File: src/rtl/timer_digit_loader.sv
// rtl/timer_digit_loader.sv - keypad M:SS digit collector driving the countdown timer load strobe
// Optional: define TIMER_NORMALIZE_EN to fold tens-of-seconds overflow into minutes on start.
module timer_digit_loader #(
  parameter logic [3:0] MAX_TENS    = 4'd5,
  parameter int         LOAD_CYCLES = 1
) (
  input  logic       clk,
  input  logic       clear,
  input  logic       key_valid,
  input  logic [3:0] key_digit,
  input  logic       key_cancel,
  input  logic       key_start,
  input  logic       timer_running,
  output logic [3:0] sec_ones,
  output logic [3:0] sec_tens,
  output logic [3:0] min_ones,
  output logic       load,
  output logic [1:0] digit_count,
  output logic       loaded,
  output logic       err
);

  typedef enum logic [1:0] {IDLE, ENTRY, LOAD, DONE} state_t;

  state_t     state;
  logic [1:0] load_cnt;

  logic digit_ok;
  logic start_req;
  logic nonzero;
  logic tens_ok;

  assign digit_ok  = key_valid && (key_digit <= 4'd9) && !timer_running;
  // Any key_valid in the same cycle wins over start, even a dropped digit.
  assign start_req = key_start && !key_valid && !timer_running;
  assign nonzero   = |{min_ones, sec_tens, sec_ones};
  assign tens_ok   = sec_tens <= MAX_TENS;

  always_ff @(posedge clk or negedge clear) begin
    if (!clear) begin
      state       <= IDLE;
      load_cnt    <= 2'd0;
      sec_ones    <= 4'd0;
      sec_tens    <= 4'd0;
      min_ones    <= 4'd0;
      digit_count <= 2'd0;
      load        <= 1'b1;
      loaded      <= 1'b0;
      err         <= 1'b0;
    end else begin
      loaded <= 1'b0;
      err    <= 1'b0;
      case (state)
        IDLE: begin
          if (digit_ok) begin
            min_ones    <= sec_tens;
            sec_tens    <= sec_ones;
            sec_ones    <= key_digit;
            digit_count <= (digit_count == 2'd3) ? 2'd3 : digit_count + 2'd1;
            state       <= ENTRY;
          end
        end
        ENTRY: begin
          if (key_cancel) begin
            sec_ones    <= 4'd0;
            sec_tens    <= 4'd0;
            min_ones    <= 4'd0;
            digit_count <= 2'd0;
            state       <= IDLE;
          end else if (digit_ok) begin
            min_ones    <= sec_tens;
            sec_tens    <= sec_ones;
            sec_ones    <= key_digit;
            digit_count <= (digit_count == 2'd3) ? 2'd3 : digit_count + 2'd1;
          end else if (start_req) begin
            if (tens_ok && nonzero) begin
              load     <= 1'b0;
              load_cnt <= 2'd0;
              state    <= LOAD;
`ifdef TIMER_NORMALIZE_EN
            end else if (!tens_ok && (min_ones < 4'd9)) begin
              sec_tens <= sec_tens - (MAX_TENS + 4'd1);
              min_ones <= min_ones + 4'd1;
              load     <= 1'b0;
              load_cnt <= 2'd0;
              state    <= LOAD;
`endif
            end else begin
              err <= 1'b1;
            end
          end
        end
        LOAD: begin
          if (load_cnt == 2'(LOAD_CYCLES - 1)) begin
            load   <= 1'b1;
            loaded <= 1'b1;
            state  <= DONE;
          end else begin
            load_cnt <= load_cnt + 2'd1;
          end
        end
        DONE: begin
          // Digits stay visible through this cycle so the counters latch cleanly.
          sec_ones    <= 4'd0;
          sec_tens    <= 4'd0;
          min_ones    <= 4'd0;
          digit_count <= 2'd0;
          state       <= IDLE;
        end
        default: state <= IDLE;
      endcase
    end
  end

endmodule

File: config.mk
export PLATFORM = sky130hd
export DESIGN_NAME = timer_digit_loader
export DESIGN_NICKNAME = d
export VERILOG_FILES = /design/src/rtl/timer_digit_loader.sv
export SDC_FILE = /design/constraint.sdc
export NUM_CORES = 1
export LEC_CHECK = 0
export BUFFER_PORTS_ARGS = -buffer_cell sky130_fd_sc_hd__buf_4
export CORE_UTILIZATION = 35
export CTS_CLUSTER_SIZE = 28
export DETAILED_ROUTE_END_ITERATION = 7
export PLACE_DENSITY = 0.69
export SKIP_CTS_REPAIR_TIMING = 1
export SLEW_MARGIN = 0
export SYNTH_ARGS = -nofsm -noshare
export SYNTH_HDL_FRONTEND = slang
export SYNTH_SLANG_ARGS = --single-unit
File: constraint.sdc
create_clock -name clk -period 1.9 [get_ports clk]
set_clock_uncertainty 0.2 [all_clocks]
set_input_delay 0.19 -clock clk [delete_from_list [all_inputs] [get_ports clk]]
set_output_delay 0.19 -clock clk [all_outputs]
set_load 0.03 [all_outputs]
* Yosys cells after proc, flatten, opt, wreduce, memory -nomap -nowiden
Index checks and enable logic that the tools add are counted.
Cells by class: divide/modulo/power cells 0, multiplexer cells 39, multiply operators 0, $lt $le $gt $ge 2, equality and inequality tests 14, shifts and indexed selects 0, reduce and logical (&&, ||, !) cells 15, bitwise logic cells 0, add/sub/neg operators 2
Operators by type and width (number):
- one-hot mux 4 bit (3 select lines) | 3
- two-way mux 2 bit | 14
- two-way mux 4 bit | 6
- != test 2 bit, second input constant | 7
- two-way mux 1 bit | 12
- AND reduction 6 bit | 2
- OR reduction 12 bit | 1
- != test 3 bit, second input constant | 3
- one-hot mux 2 bit (4 select lines) | 1
- equality test 2 bit, second input constant | 3
- one-hot mux 2 bit (3 select lines) | 1
- logical AND 1 bit | 5
- AND reduction 5 bit | 1
- adder 2 x 1 -> 2 bit, second input constant | 2
- <= comparator 4 x 3 -> 1 bit, second input constant | 1
- <= comparator 4 bit, second input constant | 1
- logical NOT 2 bit | 2
- one-hot mux 2 bit (2 select lines) | 1
- nonzero test 3 bit | 1
- equality test 2 x 1 -> 1 bit, second input constant | 1
- logical NOT 1 bit | 2
- one-hot mux 1 bit (2 select lines) | 1
- nonzero test 2 bit | 1
Word-level totals: bits in writable memories 0, output and inout bits 17, memories 0, bits in latches 0, logic and storage cells 81, ROM bits 0, bits in registers 21

* Longest topological paths before layout
depth in word-level cells 7, mapped depth 6, mapped depth without buffers 5

* Least setup slack after synthesis
OpenSTA, ideal clock, no wires.
path kind flip-flop to flip-flop, start point register with a tool-made name, end point register sec_tens[2], clock period less this slack 1.708 ns, required time 1.568 ns, slack 0.192 ns, arrival time 1.377 ns, library setup time 0.132 ns, cell stages (with the launch flop) 7, path through dfrtp_1 -> nor2b_4 -> or3_1 -> buf_2 -> buf_6 -> mux2i_1 -> nor2_1
RTL lines:
- to (signal assigned) | line 57 | sec_tens <= sec_ones;
- to (signal assigned) | line 72 | sec_tens <= sec_ones;
- to (decl) | line 15 | output logic [3:0] sec_tens,

* Final worst setup path
start point input timer_running, end point register sec_ones[2]
Between the ends: cells in the longest elaborated chain, start to end 5
Ends and longest elaborated chain:
- from (decl) | line 13 | input logic timer_running,
- logical NOT 1 bit (*) | line 33 | assign digit_ok = key_valid && (key_digit <= 4'd9) && !timer_running;
- logical AND 1 bit (*) | line 33
- two-way mux 4 bit (*)
- two-way mux 4 bit
- one-hot mux 4 bit (3 select lines) (*)
- to (signal assigned) | line 58 | sec_ones <= key_digit;
- to (signal assigned) | line 73 | sec_ones <= key_digit;
- to (decl) | line 14 | output logic [3:0] sec_ones,
Every way passes the cells marked *; elsewhere a longest branch is shown, timed or not. A chain may end at the register's enable or synchronous reset.

==> reports/summary.md <==
The tools report the count of final max-slew check failures as 0. After synthesis the cells add up to 982 um^2. Number of rows in the core area: 18.

Cell with the largest stage delay on the worst path: sky130_fd_sc_hd__dlygate4sd3_1. The transition time at the pin with the least slew margin was 0.458 ns. The count of state elements after synthesis was 21. Walking the worst path, the cells encountered are dlygate4sd3_1, buf_4, nand2b_1, or3_1, buf_4, mux2i_1, nor2_1. The logs give 1 for the maximum level of the CTS H-tree and 11 for the count of routing violations after the opening detailed-route iteration. Data on the critical path is required at its endpoint by 1.89 ns. Entering global routing, the biggest net connects 22 pins. In this run the worst path has a maximum fanout of 11. At the end of routability-driven placement, the weighted congestion stood at 0.787. The number of buffers added by the clock tree synthesis step was 3; the final routed wire length divided by cell count was 13.9 um.

The tools report the initial cell density of the core as 38.3%. The category of the critical setup timing path is in2reg. Summed over all layers, the routed wires come to 2210 um. Counting every instance in the synthesized netlist gives 92. The number of routed nets with antenna violations was 0. The clock period minus worst slack was 1.87 ns; the core area was 2570 um^2. Based on the critical path, the design can be clocked at up to 534 MHz. The tools report the end of the worst register-to-register path as sec_ones[2]. Summed over all nets, the half-perimeter wirelength after detailed placement is 1570 um.

The cell at the root of the clock tree is sky130_fd_sc_hd__clkbuf_4. The busiest metal layer after global routing is met2. For the global-route congestion overflow total, the log shows 0. Yosys attributes the largest share of cell area to sky130_fd_sc_hd__dfrtp_1 (51%), sky130_fd_sc_hd__mux2i_1 (12%), sky130_fd_sc_hd__nor2_1 (5.7%), sky130_fd_sc_hd__dfstp_2 (2.7%), sky130_fd_sc_hd__nand2b_1 (2.5%).

For the worst-skew pair, the clock arrives at the later sink with an insertion delay of 0.31 ns. The run gives 0 as the number of antenna diodes. Post-CTS clock slew at the launch and capture registers of the worst setup and hold paths: 0.12 ns. In the layout the commonest cells are sky130_fd_sc_hd__buf_4 (29), sky130_fd_sc_hd__dfrtp_1 (20), sky130_fd_sc_hd__nor2_1 (15), sky130_fd_sc_hd__mux2i_1 (12), sky130_fd_sc_hd__dlygate4sd3_1 (7). Leaving out fill and tap cells, the most frequent cell in the layout is sky130_fd_sc_hd__buf_4.

The number of remaining DRC errors is 0, and the via total after detailed routing is 824. Global routing consumed, on the met1 layer, 19.5% of the routing resources. Hold timing on the final database bottoms out at a slack of 0.0888 ns. In this run the static leakage power is 0.709 nW.

The number of max-capacitance violations reported was 0; the number of cells on the worst reg-to-reg path was 5. The synthesized area per cell was 10.7 um^2; the total nets after synthesis was 103. The via density per instance was 5.18. The worst slew slack as a fraction of its limit was 69.5%; the portion of the clock cycle consumed by the worst path in the final layout was 98.6%.

TritonCTS built the clock tree. Once placement completed, the tool counted placed cells totaling 148. Kind of start point of the critical path: an input pin.

In this run the worst hold path is classified as in2async. The first global-routing pass estimated 3390 um of wire. The initial antenna violation count was 0; the delay of the slowest cell on the worst path was 0.54 ns.

The logs give 0 for the final count of hold timing violations and 1.86 ns for the arrival time at the worst endpoint. The number of different library cells used by synthesis comes to 31. In the global route stage, overall resource usage came out at 15.8%. The run finished with clean final reports.

Summed over its instances, the top area cell type makes up 51.0% of the synthesized netlist area. By instance count, the cell type seen most on the critical path is sky130_fd_sc_hd__buf_4. The worst setup path is captured at a flip-flop.

Setup violations remaining at the end of the flow were counted as 0. The setup check on the worst reg-to-reg path leaves a slack of 0.15 ns. At the end of the flow, the number of nets in the layout was 141. The floorplan die height is 55.0 um, and the top-level port count is 27.

The number of iterations in the first detailed-routing pass was 4; the power density over the cells was 1310 nW/um^2. The synthesized design spends more area on one cell type than any other, namely sky130_fd_sc_hd__dfrtp_1. For the global-route track usage on met2, the log shows 26.5%. The met3 routing resource usage after global routing was 6.28%; the maximum vdd drop was 0.000763 V.

Total power for the finished layout comes to 1.72 mW. The via count of the first global-routing pass is 769, and the horizontal die dimension is 55.0 um. The count of yosys warnings during synthesis was 0; the count of input and output buffers was 26. The layout overhead on the synthesized area came out at 33.9%. In this run the critical register-to-register path is launched from state[0]. Excluding fillers, the count of instances in the completed layout stands at 159. Of the cells placed in the final design, the portion with a size suffix greater than 1 is 27.1%. Area of the die: 3020 um^2. Counting every sink on the clock net gives 21.

The layout has 253 filler cells. The longest clock path from root to sink contains 2 buffers. The share of the Yosys chip area taken by registers is 53.6%.
sequential cells by signal, indices dropped and copies added (netlist names), named ones only:
name	flops
load	1
load_cnt	2
err	1
min_ones	4
sec_ones	4
digit_count	2
loaded	1
state	1
sec_tens	4
synth_stat cells, drive strengths merged:
cell and instances:
nand2b 4, a21o 1, or3 1, a2bb2oi 1, nor4 2, mux2i 12, inv 3, and3 1
and2 1, o221ai 1, a31oi 1, dfstp 1, nor2b 3, o21ai 1, nor3 3, nor2 15
ha 1, nand3 1, o211ai 1, buf 2, nand2 3, o22ai 2, dfrtp 20, a211oi 1
o31ai 1, nor3b 2, a21oi 4, o21a 2, clkbuf 1
through the flow:
stage	worst slack, ns	utilization, %	setup TNS, ns	cell area [um^2]
global placement	0.218	47.4	0	1220
floorplan	0.192	-	0	982
finish	0.0264	51.2	0	1320
detailed placement	0.189	47.4	0	1220
global route	-0.0117	51.2	-0.0117	1320
CTS	0.178	48.5	0	1240
cell type report:
cell class                 count  area, um^2  area share (%)
inverter                       3        11.3           0.856
tap                           30        37.5            2.85
multi-input combinational     65         424            32.3
clock buffer                   3        22.5            1.71
sequential                    21         527            40.1
timing repair buffer          36         288            21.9
clock inverter                 1        5.00           0.381
where the power goes:
part           switching, mW  leakage [nW]  internal (mW)
sequential             0.138         0.270          0.591
combinational          0.451         0.422          0.323
clock                  0.142        0.0177         0.0786
total                  0.731         0.709          0.993
logic make-up after synthesis:
logic type / share of synthesized area (%)
flip-flops: 53.6
AND/OR/NAND/NOR: 18.9
multiplexers: 12.2
buffers and inverters: 3.18
AO/OA/AOI/OAI: 10.8
adder cells (fa/ha/maj): 1.27
layer usage:
| metal | vias to the layer above | wire length [um] | share of wire [%] |
|---|---|---|---|
| met3 | 0 | 127 | 5.7 |
| met2 | 24 | 1120 | 51 |
| met4 | 0 | 0 | 0 |
| li1 | 398 | - | - |
| met5 | - | 0 | 0 |
| met1 | 402 | 963 | 44 |
worst max path at each step:
| stage | cells past startpoint | startpoint | slack (ns) | to |
|---|---|---|---|---|
| 2_1_floorplan | 6 | flip-flop | 0.19 | sec_tens[2] |
| 3_3_place_gp | 4 | sec_tens[1] | 0.22 | flip-flop |
| 3_5_place_dp | 5 | state[0] | 0.19 | min_ones[0] |
| 4_1_cts | 5 | state[0] | 0.18 | min_ones[0] |
| 5_1_grt | 7 | timer_running | -0.01 | sec_ones[2] |
| 6_report | 7 | timer_running | 0.03 | sec_ones[2] |
worst max-delay path, delay by kind of cell:
kind                   cells  cell delay [ns]
AND/OR/NAND/NOR            3             0.61
buffers and inverters      3             0.88
multiplexers               1             0.18
No activity file was read; power rests on OpenSTA's default activity.
